## config.mk

```make
export PLATFORM = sky130hd
export DESIGN_NAME = fetch_unit
export DESIGN_NICKNAME = d
export VERILOG_FILES = /design/src/rtl/fetch_unit.sv
export SDC_FILE = /design/constraint.sdc
export NUM_CORES = 1
export LEC_CHECK = 0
export BUFFER_PORTS_ARGS = -buffer_cell sky130_fd_sc_hd__buf_4
export CORE_MARGIN = 4
export CORE_UTILIZATION = 52
export DETAILED_ROUTE_END_ITERATION = 6
export HOLD_SLACK_MARGIN = 0.08
export PLACE_DENSITY_LB_ADDON = 0.05
export RECOVER_POWER = 50
export SLEW_MARGIN = 30
export SYNTH_ARGS = -nofsm -noshare
export SYNTH_HDL_FRONTEND = slang
export SYNTH_SLANG_ARGS = --single-unit
```

## constraint.sdc

```tcl
create_clock -name clk -period 5.4 [get_ports clk]
set_clock_uncertainty 0.15 [all_clocks]
set_input_delay 1.08 -clock clk [delete_from_list [all_inputs] [get_ports clk]]
set_output_delay 1.08 -clock clk [all_outputs]
set_load 0.05 [all_outputs]
```

## src/rtl/fetch_unit.sv

```systemverilog
// fetch_unit -- instruction fetch stage with a 2-entry output buffer.
//
// Drives a synchronous instruction ROM with a word-aligned address. The ROM
// answers one cycle later, and the answer lands in a 2-entry FIFO that feeds
// decode through a valid/ready handshake. A new fetch is issued only when the
// FIFO is sure to have room for it. A redirect discards everything buffered
// or in flight and restarts fetching at the new target.
//
// Parameters
//   RESET_PC             PC of the first fetch after reset.
// Ports
//   clk                  single clock, all state updates on its rising edge
//   rst                  synchronous, active-low reset
//   imem_addr   [31:0]   byte address to the instruction ROM (bits [1:0] = 0)
//   imem_inst   [31:0]   ROM data for the address presented the cycle before
//   redirect_valid       branch/jump redirect request
//   redirect_pc [31:0]   redirect target (bits [1:0] ignored)
//   out_valid            an instruction is presented to decode
//   out_ready            decode accepts the presented instruction
//   out_pc      [31:0]   PC of the presented instruction
//   out_inst    [31:0]   presented instruction word
//   perf_fetch_count     accepted-transfer counter
//   perf_redirect_count  redirect-cycle counter
//
// Configuration
//   FETCH_PERF_EN        when defined, the two perf counters are implemented;
//                        otherwise both perf ports are tied to zero.

module fetch_unit #(
  parameter logic [31:0] RESET_PC = 32'h0000_0000
) (
  input  logic        clk,
  input  logic        rst,
  output logic [31:0] imem_addr,
  input  logic [31:0] imem_inst,
  input  logic        redirect_valid,
  input  logic [31:0] redirect_pc,
  output logic        out_valid,
  input  logic        out_ready,
  output logic [31:0] out_pc,
  output logic [31:0] out_inst,
  output logic [31:0] perf_fetch_count,
  output logic [31:0] perf_redirect_count
);

  logic [31:0] fetch_pc;
  logic        inflight;
  logic [31:0] inflight_pc;

  logic        head;
  logic [1:0]  buf_count;
  logic [31:0] buf_pc   [2];
  logic [31:0] buf_inst [2];

  logic        pop;
  logic        push;
  logic        issue;
  logic [2:0]  occupancy;
  logic        wr_idx;

  // The low address bits of a redirect target are dropped by design.
  logic        unused_redirect_bits;
  assign unused_redirect_bits = ^redirect_pc[1:0];

  assign imem_addr = fetch_pc;
  assign out_valid = (buf_count != 2'd0);
  assign pop       = out_valid & out_ready;
  // ROM data is only meaningful the cycle after an issue.
  assign push      = inflight;
  // A push never finds the buffer full, so the tail slot is head + count.
  assign wr_idx    = head ^ buf_count[0];

  // NOTE: always_comb gives every output a value on every path before any
  // conditional logic, so no latch can be inferred.
  always_comb begin
    occupancy = 3'd0;
    issue     = 1'b0;
    // Entries that will hold data next cycle, counting the one in flight.
    occupancy = {1'b0, buf_count} + {2'b00, inflight} - {2'b00, pop};
    issue     = rst & ~redirect_valid & (occupancy < 3'd2);
  end

  // Idle outputs read as zero so stale buffer contents never leak out.
  assign out_pc   = out_valid ? buf_pc[head]   : 32'h0000_0000;
  assign out_inst = out_valid ? buf_inst[head] : 32'h0000_0000;

  // NOTE: sequential state uses non-blocking assignments so every register
  // sees the pre-edge values of the others, independent of statement order.
  always_ff @(posedge clk) begin
    if (!rst) begin
      fetch_pc    <= {RESET_PC[31:2], 2'b00};
      inflight    <= 1'b0;
      inflight_pc <= 32'h0000_0000;
      head        <= 1'b0;
      buf_count   <= 2'd0;
    end else if (redirect_valid) begin
      // Flush: buffered entries and the in-flight fetch are abandoned.
      fetch_pc  <= {redirect_pc[31:2], 2'b00};
      inflight  <= 1'b0;
      head      <= 1'b0;
      buf_count <= 2'd0;
    end else begin
      inflight <= issue;
      if (issue) begin
        inflight_pc <= fetch_pc;
        fetch_pc    <= fetch_pc + 32'd4;
      end
      if (pop) begin
        head <= ~head;
      end
      case ({push, pop})
        2'b10:   buf_count <= buf_count + 2'd1;
        2'b01:   buf_count <= buf_count - 2'd1;
        default: buf_count <= buf_count;
      endcase
    end
  end

  // NOTE: the buffer storage has no reset; buf_count alone decides which
  // entries are live, and the output mux hides the rest.
  always_ff @(posedge clk) begin
    if (rst && !redirect_valid && push) begin
      buf_pc[wr_idx]   <= inflight_pc;
      buf_inst[wr_idx] <= imem_inst;
    end
  end

`ifdef FETCH_PERF_EN
  logic [31:0] fetch_count;
  logic [31:0] redirect_count;

  always_ff @(posedge clk) begin
    if (!rst) begin
      fetch_count    <= 32'h0000_0000;
      redirect_count <= 32'h0000_0000;
    end else begin
      // A transfer in a redirect cycle still counts; it completed.
      if (pop) begin
        fetch_count <= fetch_count + 32'd1;
      end
      if (redirect_valid) begin
        redirect_count <= redirect_count + 32'd1;
      end
    end
  end

  assign perf_fetch_count    = fetch_count;
  assign perf_redirect_count = redirect_count;
`else
  assign perf_fetch_count    = 32'h0000_0000;
  assign perf_redirect_count = 32'h0000_0000;
`endif

endmodule

```

---- After elaboration in Yosys (flattened, before gate mapping) ----
Memories as Yosys holds them, arrays and structs flattened. A register that Yosys moved wholly into a read port is not among the register bits.
Index checks and enable logic that the tools add are counted.
storage, ports and cells
  flip-flop bits (word level) ............. 68
  bits in latches ......................... 0
  memory bits (writable) .................. 128
  memory bits (read-only) ................. 0
  input port bits ......................... 68
  logic and storage cells ................. 42
  memories ................................ 2
operators by class
  add/sub/neg operators ................... 5
  $mul .................................... 0
  div/mod/pow operators ................... 0
  order comparisons ....................... 1
  eq/ne operators ......................... 2
  shifts and indexed selects .............. 0
  multiplexer cells ....................... 11
  bitwise operators ....................... 7
  reduce and logical (&&, ||, !) cells .... 8
memory list
  memory    words  width  rd ports  clocked after Yosys merged registers in  write ports  line  source
  buf_inst  2      32     1         1                                        1            53    logic [31:0] buf_inst [2];
  buf_pc    2      32     1         1                                        1            52    logic [31:0] buf_pc [2];
operators by type and width
  cell                                                                   number
  32-bit two-way mux                                                     4
  32-bit by 3-bit adder with 32-bit output, second input constant        1
  1-bit two-way mux                                                      6
  2-bit nonzero test                                                     3
  2-bit one-hot mux with 2 select lines                                  1
  2-bit by 1-bit adder with 3-bit output                                 1
  1-bit bitwise AND                                                      3
  3-bit by 2-bit < comparator with 1-bit output, second input constant   1
  1-bit inverter                                                         3
  3-bit by 1-bit subtractor with 3-bit output                            1
  2-bit by 1-bit adder with 2-bit output, second input constant          1
  2-bit by 1-bit equality test with 1-bit output, second input constant  1
  2-bit equality test, second input constant                             1
  1-bit logical AND                                                      2
  2-bit AND reduction                                                    1
  2-bit OR reduction                                                     1
  2-bit by 1-bit subtractor with 2-bit output, second input constant     1
  1-bit zero test                                                        1
  1-bit bitwise XOR                                                      1

---- Logic depth before layout (Yosys ltp) ----
Gate-level depths: netlist (run 1).
  depth in word-level cells ............... 7
  depth in mapped cells ................... 13

---- Worst setup path before layout (run 1) ----
OpenSTA, ideal clock, no wires.
  kind .................................... in2reg
  start point ............................. input port redirect_valid
  end point ............................... memory buf_inst[0][0] (enable)
  arrival time ............................ 4.121 ns
  setup slack ............................. 0.646 ns
  cell stages on the path ................. 4
  buffers on the path ..................... 1
  path through ............................ clkbuf_1 -> nor2b_1 -> nand2_1 -> nor2_1
between the ends
  word-level cells in the longest chain between the ends .. 5
RTL lines
  what                                     line  source
  start: declaration                       36    input logic redirect_valid,
  1-bit zero test                          122   if (rst && !redirect_valid && push) begin
  1-bit logical AND (2 in a row)           122
  1-bit two-way mux                        122
  1-bit two-way mux (not written as such)  124   buf_inst[wr_idx] <= imem_inst;
  end: declaration                         53
Every way passes these cells.

---- Worst setup path in the final report (run 1) ----
  start point ............................. input port redirect_valid
  end point ............................... register fetch_pc[13], in the netlist imem_addr[13]
between the ends
  word-level cells in the longest chain between the ends .. 4
RTL lines
  what                                 line  source
  1-bit inverter (no source line)      -
  1-bit bitwise AND (2 in a row)       80    issue = rst & ~redirect_valid & (occupancy < 3'd2);
  2-bit nonzero test (no source line)  -
  end signal: assignment               91    fetch_pc <= {RESET_PC[31:2], 2'b00};
  end signal: assignment               98    fetch_pc <= {redirect_pc[31:2], 2'b00};
  end signal: assignment               106   fetch_pc <= fetch_pc + 32'd4;
  end: declaration                     46    logic [31:0] fetch_pc;
Several ways; a longest one is shown, not always the timed one.
A chain may end at the register's enable or synchronous reset.

==> flow_summary.json, run 1 <==
{
  "clockBufferDepth": 2,
  "critPathBufInv": 2,
  "synth_ff_type": "edfxtp_1",
  "synth_edf_count": 124,
  "post_cts_buffers": 0,
  "grt_pass1_vias": 5483,
  "drt_iter0_markers": 386,
  "violations": "capacitance limit, slew limit",
  "grt.total_usage_pct": 20.00,
  "maxSlewViolCount": 36,
  "stdcell_count": 1094,
  "cts_tree": "yes",
  "finalCritPeriodShare_pct": 72.82,
  "cp-startpoint": "redirect_valid",
  "vias": 5704,
  "max_slew_margin_pct": -12.10,
  "firstDrtPassIters": 5,
  "syn_area_mm2": 0.008234,
  "port_buffers": 158,
  "cts_root_buffer": "clkbuf_16",
  "synth-seq-cells": 189,
  "dieArea_mm2": 0.01791,
  "ir_drop_mv": 0.2290,
  "areaGrowthSynthToFinish_pct": 18.54,
  "cp-start-kind": "input pin",
  "ys_types": 50,
  "period_needed_ns": 3.932,
  "setup_violations": 0,
  "synth_warnings": 0,
  "hold_viol": 0,
  "max_freq_ghz": 0.2543,
  "insertion_delay_ns": 0.42,
  "diodes": 0,
  "drt_wl_total_um": 17890,
  "gr-total-overflow": 0,
  "ys_seq_area_share_pct": 61.02,
  "drt.antenna.violating_nets": 0,
  "worstPathArrival_ns": 4.11,
  "hold_buffers": 0,
  "tightest_slew_ns": 1.681,
  "status": "finished, violations left",
  "gp_congestion": 0.7603,
  "grt_max_degree": 58,
  "cts_made_buffers": 17,
  "hpwl_um": 12030,
  "core_mm2": 0.01537,
  "crit_path_max_fanout": 35,
  "r2r_start": "buf_count[1]$_SDFFE_PP0P_",
  "die_w_um": 133.8,
  "p_leak_nw": 3.530,
  "htreeDepth": 4,
  "placed_cells": 1062,
  "crit_chain": "clkbuf_1, nor2b_1, nand3_2, inv_2, nor2_1, a22oi_1, a31oi_1",
  "netlist_instances": 726,
  "final_util_pct": 63.50,
  "initial_utilization_pct": 53.57,
  "min_from": "inflight_pc[11]$_SDFFE_PN0P_",
  "num_rows": 45,
  "crit_slowest_cell": "clkbuf_1",
  "die_h_um": 133.8,
  "io_pins": 229,
  "async_flop_share_pct": 0,
  "nFillCells": 1288,
  "setup.worst_path.class": "input pin to flop",
  "cp_top_family": "buffers and inverters",
  "drc": 0,
  "rsz0062_at_grt": "false",
  "fin_tns_setup_ns": 0,
  "path_clk_slew_ns": 0.07,
  "grt_pass1_wl_um": 28440,
  "end_kind": "flop",
  "maxCapViolCount": 1,
  "crit_path_max_incr_delay_ns": 1.19,
  "cp.required_ns": 5.57,
  "cts_resized": 0,
  "pwr_density_cell_mw_per_mm2": 325.8,
  "vias_per_cell": 5.214,
  "holdCritPathClass": "flop to flop",
  "final_nets": 940,
  "drt-wirelength-per-cell_um": 16.35,
  "antenna_found_initial": 0,
  "synth_area_per_cell_um2": 11.34,
  "drive_gt1_share_pct": 19.25,
  "clock-sinks": 189
}
## state kept, by name (all words and copies together), names as in the netlist, named ones only
name / flops
buf_inst: 64
buf_pc: 60
imem_addr: 30
inflight_pc: 30
buf_count: 2
head: 1
inflight: 1
## routing by layer
metal	track usage (%)	vias to the layer above	part of all wire, %
li1	-	2742	-
met1	26.15	2721	42
met2	32.82	217	49
met3	4.126	24	7.1
met4	8.057	0	2.0
met5	0	-	0
## final timing paths
kind | endpoint | slack (ns) | cells after the start
max | imem_addr[13]$_SDFFE_PN0P_ | 1.47 | 7
min | buf_pc[0][11]$_DFFE_PP_ | 0.30 | 0
max reg2reg | imem_addr[24]$_SDFFE_PN0P_ | 2.10 | 10
min reg2reg | buf_pc[0][11]$_DFFE_PP_ | 0.30 | 0
## Yosys cell counts, types with 2 or more instances
library cell	n	area share [%]
edfxtp_1	124	45
a2bb2oi_1	10	1.1
o21ai_0	12	0.73
buf_4	68	6.2
nor2_1	77	3.5
nor4_1	5	0.38
a31oi_1	8	0.61
nand4_1	8	0.61
and3_1	4	0.30
o211ai_1	4	0.36
o31a_1	2	0.21
clkbuf_1	26	1.2
buf_1	5	0.23
mux2i_1	62	7.5
a22oi_1	2	0.18
or4_1	3	0.27
o22ai_1	10	0.76
a21oi_1	47	2.9
nand2_1	94	4.3
dfxtp_1	65	16
nand3_1	17	1.0
nor3_1	10	0.61
buf_2	2	0.12
inv_1	11	0.50
and2_1	2	0.15
xor2_1	4	0.43
xnor2_1	9	0.96
a32oi_1	4	0.43
clkbuf_8	5	0.84
or3_1	6	0.46
## cells by family (layout without fill, tap and decap cells)
group	Yosys count	after routing	synth area share, %
mux	63	63	7.674
buf+inv	121	211	9.406
other cells	1	68	0.04554
simple gates	234	234	12.45
compound gates	103	103	7.628
flops	189	189	61.02
fa+ha+maj	2	2	0.3951
xor+xnor	13	13	1.383
## per-stage QoR
step | hold WS [ns] | total power [W] | instance area, µm² | setup slack (ns)
after floorplan | 0.2754 | 0.001937 | 8486 | 0.6464
after global placement | 0.2824 | 0.001998 | 9276 | 1.600
after detailed placement | 0.2892 | 0.002006 | 9326 | 1.470
after CTS | 0.3053 | 0.003216 | 9917 | 1.888
after global routing | 0.3187 | 0.003292 | 9761 | 1.079
final | 0.3040 | 0.003180 | 9761 | 1.468
## cell usage in the layout, fill, tap and decap left out, types with 4 or more instances in the layout
cell type  netlist  routed
nor2_1          77      76
clkbuf_1        26      41
nand3_1         17      16
dfxtp_1         65      64
a31oi_1          8       8
or3_1            6       6
o22ai_1         10      10
a32oi_1          4       4
a2bb2oi_1       10      10
inv_1           11      10
o21ai_0         12      12
nand4_1          8       8
buf_4           68     101
mux2i_1         62      62
nand2_1         94      94
edfxtp_1       124     124
nor3_1          10      10
clkbuf_16        0      19
xor2_1           4       4
nor4_1           5       5
inv_6            0       7
xnor2_1          9       9
clkbuf_4         1      22
a21oi_1         47      47
conb_1           1      68
o211ai_1         4       4
## layout make-up
class                   instances  area [µm²]  share of cell area (%)
clock buffers                  19       475.5                   4.871
repair buffers                167        1127                   11.55
multi-input cells             483        2704                   27.70
inverters                      12       46.29                  0.4743
flip-flops and latches        189        5029                   51.52
clock inverters                13       115.1                   1.179
well taps                     211       264.0                   2.705
## power breakdown
part	internal [W]	total [W]	switching, W	leakage [nW]
logic	0.0000785	0.000352	0.000274	1.52
registers	0.00157	0.00160	0.0000386	1.73
clock network	0.000662	0.00122	0.000560	0.283
total	0.00231	0.00318	0.000873	3.53
(Power assumes the default switching activity.)
==> run 2, diff against run 1 <==
- clock period: 5.4 -> 3.8 ns (I/O delays scaled with it)
==> run 2 against run 1 <==
  * The run still ends with capacitance limit, slew limit left
  * Utilization is 0.67 points higher
  * Cell area is 1.1% higher
  * Clock-buffer cell count is 6 higher
  * Die area stayed put
  * Non-clock buffer count is 1 higher
  * Sequential power is 42% higher
  * Highest routed layer unchanged
==> flow_summary.json, run 2 (synthesis results as in run 1) <==
{
  "min_from": "inflight_pc[7]$_SDFFE_PN0P_",
  "core_mm2": 0.01537,
  "finalCritPeriodShare_pct": 81.20,
  "gr-total-overflow": 0,
  "drt.antenna.violating_nets": 0,
  "max_slew_margin_pct": -15.49,
  "worstPathArrival_ns": 2.18,
  "io_pins": 229,
  "cp-start-kind": "flop",
  "htreeDepth": 4,
  "post_cts_buffers": 0,
  "largest_reg_flops": 64,
  "cts_root_buffer": "clkbuf_16",
  "reg.largest.list": "buf_inst (64), buf_pc (60)",
  "setup.worst_path.class": "flop to primary output",
  "grt_max_degree": 63,
  "maxCapViolCount": 2,
  "antenna_found_initial": 0,
  "whs_path_depth": 0,
  "pwr_density_cell_mw_per_mm2": 465.2,
  "p_leak_nw": 3.641,
  "layout_common_cells": "edfxtp_1, buf_4, nand2_1",
  "r2r-end": "imem_addr[17]$_SDFFE_PN0P_",
  "r2r_cells": 10,
  "clock-sinks": 189,
  "drt_wl_total_um": 17850,
  "initial_utilization_pct": 53.57,
  "insertion_delay_ns": 0.43,
  "vias_per_cell": 5.170,
  "p_total_w": 0.004588,
  "violations": "capacitance limit, slew limit",
  "cp.required_ns": 2.89,
  "end_kind": "primary output",
  "drt_iter0_markers": 392,
  "gp_congestion": 0.7859,
  "status": "finished, violations left",
  "layout_commonest_cell": "edfxtp_1",
  "grt.total_usage_pct": 19.96,
  "port_buffers": 158,
  "path_clk_slew_ns": 0.07,
  "nFillCells": 1254,
  "grt_pass1_vias": 5414,
  "max_freq_ghz": 0.3241,
  "largest-register": "buf_inst",
  "hold_viol": 0,
  "cts_resized": 0,
  "hold-path-endpoint": "buf_pc[0][7]$_DFFE_PP_",
  "fin_tns_setup_ns": 0,
  "grt_pass1_wl_um": 28360,
  "final_nets": 941,
  "drt-wirelength-per-cell_um": 16.30,
  "hold-worst-slack_ns": 0.3020,
  "hold_buffers": 0,
  "period_needed_ns": 3.086,
  "tightest_slew_ns": 1.732,
  "drc": 0,
  "holdCritPathClass": "flop to flop",
  "rsz0062_at_grt": "false",
  "drive_gt1_share_pct": 21.72,
  "diodes": 0,
  "cts_made_buffers": 17,
  "r2r_start": "buf_count[1]$_SDFFE_PP0P_",
  "areaGrowthSynthToFinish_pct": 19.78,
  "maxSlewViolCount": 86,
  "dieArea_mm2": 0.01791,
  "final_cell_area_mm2": 0.009863,
  "setup_violations": 0,
  "die_h_um": 133.8,
  "clockBufferDepth": 2,
  "hpwl_um": 11980,
  "die_w_um": 133.8,
  "vias": 5661,
  "crit_path_max_fanout": 43,
  "reg2reg_slack_ns": 0.79,
  "num_rows": 45,
  "place_area_mm2": 0.009331,
  "firstDrtPassIters": 6,
  "cts_tree": "yes",
  "ir_drop_mv": 0.3070
}
==> run 2: cell count changes in the layout (fill, tap and decap cells not counted), sizes merged <==
cell      before  now
buf          104  124
clkbuf        82   69
inv           20   13
clkinv         2    4
clkinvlp       3    1
bufinv         0    1
==> run 2: metal layers <==
metal	vias to the layer above	wire, µm	share of wire [%]	GRT usage, %
met5	-	0	0	0
met4	0	248	1.4	6.686
met3	16	1306	7.3	4.614
met2	243	8922	50	33.49
met1	2672	7372	41	25.73
li1	2730	-	-	-
==> run 2: worst max path at each step <==
| stage | slack [ns] | endpoint | startpoint | cells after the start |
|---|---|---|---|---|
| finish | 0.71 | out_inst[30] | flop | 4 |
| global route | 0.57 | imem_addr[6]$_SDFFE_PN0P_ | buf_count[1]$_SDFFE_PP0P_ | 10 |
| CTS | 0.68 | out_inst[30] | flop | 4 |
| detailed placement | 0.55 | imem_addr[24]$_SDFFE_PN0P_ | out_ready | 11 |
| global placement | 0.64 | imem_addr[24]$_SDFFE_PN0P_ | out_ready | 11 |
| floorplan | 0.40 | buf_inst[0][0]$_DFFE_PP_ | redirect_valid | 4 |
==> run 2: critical path: stages, from the launching register on <==
cell and delay (ns):
dfxtp_4 0.88, buf_4 0.36, mux2i_1 0.23, nor2_1 0.07
buf_4 0.19
==> run 2: layout make-up <==
class,instances,area [µm²],share of cell area (%)
clock buffer,25,539.3,5.467
clock inverter,7,73.82,0.7484
inverter,12,46.29,0.4694
multi-input combinational,483,2708,27.45
sequential,189,5029,50.98
tap,211,264.0,2.677
timing repair buffer,168,1204,12.20
==> run 2: per-stage QoR <==
| stage | util [%] | instances | setup WS (ns) |
|---|---|---|---|
| floorplan | - | 793 | 0.4048 |
| global placement | 60.71 | 1063 | 0.6412 |
| detailed placement | 60.71 | 1063 | 0.5473 |
| CTS | 64.70 | 1095 | 0.6751 |
| global route | 64.17 | 1095 | 0.5731 |
| finish | 64.17 | 1095 | 0.7144 |
==> run 2: power by group <==
part	internal (W)	switching [W]	total [W]
clock	0.00106	0.000732	0.00179
sequential	0.00223	0.0000548	0.00228
combinational	0.000125	0.000388	0.000513
total	0.00341	0.00118	0.00459
